$ cat src/rtl/tile_buffer_in_if.sv
// Tile buffer handshake bundle: beat input stream from the input buffer and
// the whole-tile output toward the consumer.
interface tile_buffer_in_if #(
  parameter int unsigned DATA_W = 8
) ();
  logic                   in_valid;
  logic [DATA_W-1:0]      mem_rdata;
  logic                   in_ready;
  logic                   tile_valid;
  logic                   tile_ready;
  logic [16*DATA_W-1:0]   tile_data;

  modport master (
    output in_valid, mem_rdata, tile_ready,
    input  in_ready, tile_valid, tile_data
  );

  modport slave (
    input  in_valid, mem_rdata, tile_ready,
    output in_ready, tile_valid, tile_data
  );
endinterface

$ cat src/rtl/tile_buffer_in.sv
// Ping-pong 4x4 tile assembler: collects 16 beats per bank, presents a full
// bank as one wide tile, and drops (and flags) beats while the write bank is full.
module tile_buffer_in #(
  parameter int unsigned DATA_W = 8
) (
  input  logic                clk,
  input  logic                rst,
  input  logic                flush,
  tile_buffer_in_if.slave     bus,
  output logic [3:0]          beat_cnt,
  output logic                overflow
);
  localparam int unsigned TILE_N = 16;

  logic [DATA_W-1:0] bank_mem [2][TILE_N];
  logic [1:0]        full;
  logic              wr_bank;
  logic              rd_bank;
  logic              accept;
  logic              drain;

  assign bus.in_ready   = ~full[wr_bank];
  assign bus.tile_valid = full[rd_bank];
  assign accept         = bus.in_valid & bus.in_ready;
  assign drain          = bus.tile_valid & bus.tile_ready;

  always_comb begin
    bus.tile_data = '0;
    for (int unsigned e = 0; e < TILE_N; e++) begin
      bus.tile_data[e*DATA_W +: DATA_W] = bank_mem[rd_bank][e[3:0]];
    end
  end

  // Completion only touches a non-full bank and drain only a full one, so the
  // two per-bit updates of full never target the same bank in one edge.
  always_ff @(posedge clk or posedge rst) begin
    if (rst) begin
      full     <= '0;
      wr_bank  <= 1'b0;
      rd_bank  <= 1'b0;
      beat_cnt <= '0;
      overflow <= 1'b0;
    end else if (flush) begin
      full     <= '0;
      wr_bank  <= 1'b0;
      rd_bank  <= 1'b0;
      beat_cnt <= '0;
      overflow <= 1'b0;
    end else begin
      if (accept) begin
        beat_cnt <= beat_cnt + 4'd1;
        if (beat_cnt == 4'(TILE_N - 1)) begin
          full[wr_bank] <= 1'b1;
          wr_bank       <= ~wr_bank;
        end
      end else if (bus.in_valid) begin
        overflow <= 1'b1;
      end
      if (drain) begin
        full[rd_bank] <= 1'b0;
        rd_bank       <= ~rd_bank;
      end
    end
  end

  always_ff @(posedge clk) begin
    if (accept && !flush) begin
      bank_mem[wr_bank][beat_cnt] <= bus.mem_rdata;
    end
  end
endmodule

$ cat src/flat_wrapper.sv
// flat-port wrapper written by rule: the top's interface ports become plain ports
module tile_buffer_in_flat 
#(
  parameter int unsigned DATA_W = 8
)
  (clk, rst, flush, beat_cnt, overflow, bus_in_valid, bus_mem_rdata, bus_tile_ready, bus_in_ready, bus_tile_valid, bus_tile_data);
  tile_buffer_in_if #(.DATA_W(DATA_W)) bus_i ();
  input  logic clk;
  input  logic rst;
  input  logic flush;
  output logic [3:0] beat_cnt;
  output logic overflow;
  input wire logic [$bits(bus_i.in_valid)-1:0] bus_in_valid;
  input wire logic [$bits(bus_i.mem_rdata)-1:0] bus_mem_rdata;
  input wire logic [$bits(bus_i.tile_ready)-1:0] bus_tile_ready;
  output wire logic [$bits(bus_i.in_ready)-1:0] bus_in_ready;
  output wire logic [$bits(bus_i.tile_valid)-1:0] bus_tile_valid;
  output wire logic [$bits(bus_i.tile_data)-1:0] bus_tile_data;
  assign bus_i.in_valid = bus_in_valid;
  assign bus_i.mem_rdata = bus_mem_rdata;
  assign bus_i.tile_ready = bus_tile_ready;
  assign bus_in_ready = bus_i.in_ready;
  assign bus_tile_valid = bus_i.tile_valid;
  assign bus_tile_data = bus_i.tile_data;
  tile_buffer_in #(.DATA_W(DATA_W)) u_core (.clk(clk), .rst(rst), .flush(flush), .bus(bus_i), .beat_cnt(beat_cnt), .overflow(overflow));
endmodule
$ cat config.mk
export PLATFORM = sky130hd
export DESIGN_NAME = tile_buffer_in_flat
export DESIGN_NICKNAME = d
export VERILOG_FILES = /design/src/rtl/tile_buffer_in_if.sv /design/src/rtl/tile_buffer_in.sv /design/src/flat_wrapper.sv
export SDC_FILE = /design/constraint.sdc
export NUM_CORES = 1
export LEC_CHECK = 0
export ABC_CLOCK_PERIOD_IN_PS = 2150
export CORE_ASPECT_RATIO = 0.75
export CORE_UTILIZATION = 40
export CTS_CLUSTER_SIZE = 14
export DETAILED_ROUTE_END_ITERATION = 6
export GPL_ROUTABILITY_DRIVEN = 0
export PLACE_DENSITY = 0.7
export SLEW_MARGIN = 20
export SYNTH_ARGS = -nofsm -noshare
export SYNTH_HDL_FRONTEND = slang
export SYNTH_SLANG_ARGS = --single-unit
$ cat constraint.sdc
create_clock -name clk -period 2.15 [get_ports clk]
set_clock_uncertainty 0.15 [all_clocks]
set_input_delay 0.5375 -clock clk [delete_from_list [all_inputs] [get_ports clk]]
set_output_delay 0.5375 -clock clk [all_outputs]
set_load 0.02 [all_outputs]
==> results of run 1 <==
## power by group
part           switching (mW)  leakage (nW)  total (mW)  internal, mW
combinational           0.165          2.08       0.245        0.0800
clock                    1.81         0.446        4.80          2.99
sequential            0.00744          2.42        5.68          5.68
## synth_stat cells (2+ instances only)
cell	n	area share, %
nand3b_1	3	0.23
nand4b_2	3	0.45
edfxtp_1	256	77
a21oi_1	8	0.40
nor2_1	34	1.3
ha_1	4	0.50
nor3_1	2	0.10
dfrtp_1	9	2.3
nand4_1	2	0.13
inv_1	4	0.15
nand3_1	3	0.15
a21o_1	2	0.15
or3b_2	2	0.18
mux2_2	130	15
clkbuf_1	3	0.11
or3_1	3	0.19
o21ai_0	3	0.15
buf_2	17	0.85
## worst register-to-register path: stages (launching register included)
cell	delay, ns
dfrtp_1	0.39
mux2_4	0.34
clkinv_4	0.06
buf_6	0.13
nand4b_1	0.18
buf_4	0.21
nor2_1	0.11
buf_4	0.19
## placed cells by master, fill, tap and decap left out, types with 4 or more instances in the layout
cell type        count
ha_1                 4
clkbuf_2            19
nor2_1              33
mux2_4              20
dfrtp_1              7
dlymetal6s2s_1      15
clkbuf_16           31
buf_6               80
clkbuf_1             7
clkdlybuf4s50_1     12
bufinv_16            5
buf_2               22
edfxtp_1           256
buf_12               6
a21oi_1              8
mux2_2             111
buf_4               69
inv_1                4
## cell type report
cell class,count,area share (%)
clock buffers,37,5.50
diodes,1,0.0185
repair buffers,231,16.6
multi-input cells,207,14.8
clock inverters,10,1.27
flip-flops and latches,265,58.6
well taps,331,3.07
inverters,5,0.176
## cell families (layout without fill, tap and decap cells)
| logic type | after synthesis | in the layout | share of synthesized area (%) |
|---|---|---|---|
| flip-flops | 265 | 265 | 79.5 |
| multiplexers | 131 | 131 | 14.9 |
| AND/OR/NAND/NOR | 59 | 59 | 3.23 |
| buffers and inverters | 25 | 283 | 1.21 |
| AO/OA/AOI/OAI | 13 | 13 | 0.704 |
| adder cells (fa/ha/maj) | 4 | 4 | 0.503 |
| other | 0 | 1 | 0 |
## how the worst max path moves through the flow
| stage | start | endpoint | slack [ns] | cells past startpoint |
|---|---|---|---|---|
| global route | u_core.rd_bank$_DFFE_PP0P_ | bus_tile_data[39] | -0.51 | 5 |
| floorplan | u_core.beat_cnt[2]$_DFFE_PP0P_ | u_core.bank_mem[0][32]$_DFFE_PP_ | 0.07 | 3 |
| CTS | u_core.rd_bank$_DFFE_PP0P_ | bus_tile_data[52] | -0.76 | 3 |
| finish | u_core.rd_bank$_DFFE_PP0P_ | bus_tile_data[39] | -0.46 | 5 |
| global placement | u_core.rd_bank$_DFFE_PP0P_ | bus_tile_data[39] | -0.22 | 3 |
| detailed placement | u_core.rd_bank$_DFFE_PP0P_ | bus_tile_data[96] | -0.22 | 3 |
## sequential cells by signal, indices dropped and copies added (netlist names)
register,count
u_core.bank_mem,256
u_core.overflow,1
u_core.wr_bank,1
u_core.rd_bank,1
u_core.full,2
u_core.beat_cnt,4
## metrics by stage
stage	power, mW	setup WS, ns
final	10.7	-0.464
after global routing	11.0	-0.510
after CTS	10.8	-0.760
after detailed placement	6.05	-0.216
after global placement	6.03	-0.218
after floorplan	5.86	0.0736
## per-layer routing
metal	GRT usage [%]	wire [µm]	vias up
li1	-	-	2410
met1	23.0	9590	2682
met2	27.5	10700	194
met3	3.39	1480	37
met4	3.55	381	0
met5	0	0	-
## repair_timing
action / in CTS / in global routing
buffers inserted: 0 / 12
setup endpoints to repair: 135 / 208
cloned: 0 / 9
resized for setup: 167 / 424
pin swaps: 0 / 0
==> out/results.ini, run 1 <==
[status]
status = finished with violations
violations = setup timing

[setup_path]
cp-start-kind = flip-flop
critical_path.top_delay_family = buffers and inverters
cp.required_ns = 1.46
r2r-end = u_core.bank_mem[0][98]$_DFFE_PP_
r2r-start = u_core.wr_bank$_DFFE_PP0P_
cp_max_fo = 6
crit_chain = buf_6 > buf_6 > clkbuf_16 > mux2_4 > buf_6
reg2reg_slack_ns = 0.09
critical_path_class = reg2out
slowest_delay_ns = 0.52
cpMostUsedCell = buf_6
cp_slowest_cell = dfrtp_4
worst-path-buf-inv = 4
arrival_ns = 1.93
ff2ff_path_depth = 7
cp-end-kind = output port

[power]
peakVddDrop_mv = 0.462
p_per_area_nw_per_um2 = 794
leakagePower_nw = 4.95

[floorplan]
rows = 49
start_util_pct = 41.1
die_area_um2 = 25500
die_h_um = 139
pin_count = 148
die_w_um = 184
coreArea_um2 = 24200

[logic_synthesis]
netlist-cell-type-count = 27
ys_seq_area_share_pct = 79.5
syn-num-nets = 514
yosysWarnings = 0
syn-instance-count = 497
synth_area_um2 = 9950
synth_ff_type = edfxtp_1
synth_edf_count = 256
synth_area_per_cell_um2 = 20.0
synth_seq_cells = 265
async_reset_ff_share_pct = 3.40

[clocking]
cts_root_buf = clkbuf_16
cts_tree = yes
ctsHoldBuffers = 0
cts_inserted_buffers = 26
cts_sinks = 265
cts_max_level = 1
clk-insertion-delay-late_ns = 0.52
cts.clk_slew.worst_paths_ns = 0.06
cts_buffer_depth = 3

[final_layout]
nets = 753
multi_input_area_um2 = 2000
fill_cells = 1848
final_layout_size_suffix_gt1_share_pct = 50.7
fin_cells = 1087
fin_util_pct = 55.8
syn2layout_area_growth_pct = 35.7
seqCellArea_um2 = 7920
fin_area_um2 = 13500

[drt]
drtIter0Drc = 443
avgViaCountPerCell = 4.90
wirelength_um = 22200
wl_per_cell_um = 20.4
drc = 0
first_pass_iters = 4
antenna_left = 0
vias = 5323

[timing]
fin_hold_ws_ns = 0.131
drv_slew = 0
min_period_ns = 2.61
setup_slack_ns = -0.464
finalSetupViolations = 129
hold_violations = 0
finalCritPeriodShare_pct = 122
rsz0062_at_grt = true
finalSetupTns_ns = -48.96
fmax_mhz = 383
relSlewSlack_pct = 70.8
tightestPinTransition_ns = 0.438

[placed_design]
io_buffer_count = 147
dp_hpwl_um = 13400
placed_cell_area_um2 = 12300
place_inst = 1018

[global_routing]
first_global_vias = 5505
grt_max_degree = 39
overflow = 0
grt_use_total_pct = 16.7
grt_antenna_before_repair = 1
grt_pass1_wl_um = 32000

[hold_path]
hp-class = in2async

[run]
maxCapViolCount = 0

Note: power is estimated with default switching activity, not from simulation.
==> inputs of run 2 (changes only) <==
--- a/config.mk
+++ b/config.mk
@@ -5,7 +5,6 @@
 export SDC_FILE = /design/constraint.sdc
 export NUM_CORES = 1
 export LEC_CHECK = 0
-export ABC_CLOCK_PERIOD_IN_PS = 2150
 export CORE_ASPECT_RATIO = 0.75
 export CORE_UTILIZATION = 40
 export CTS_CLUSTER_SIZE = 14
==> results of run 2 <==
No change in the layout: final DEF, timing and power equal those of run 1.
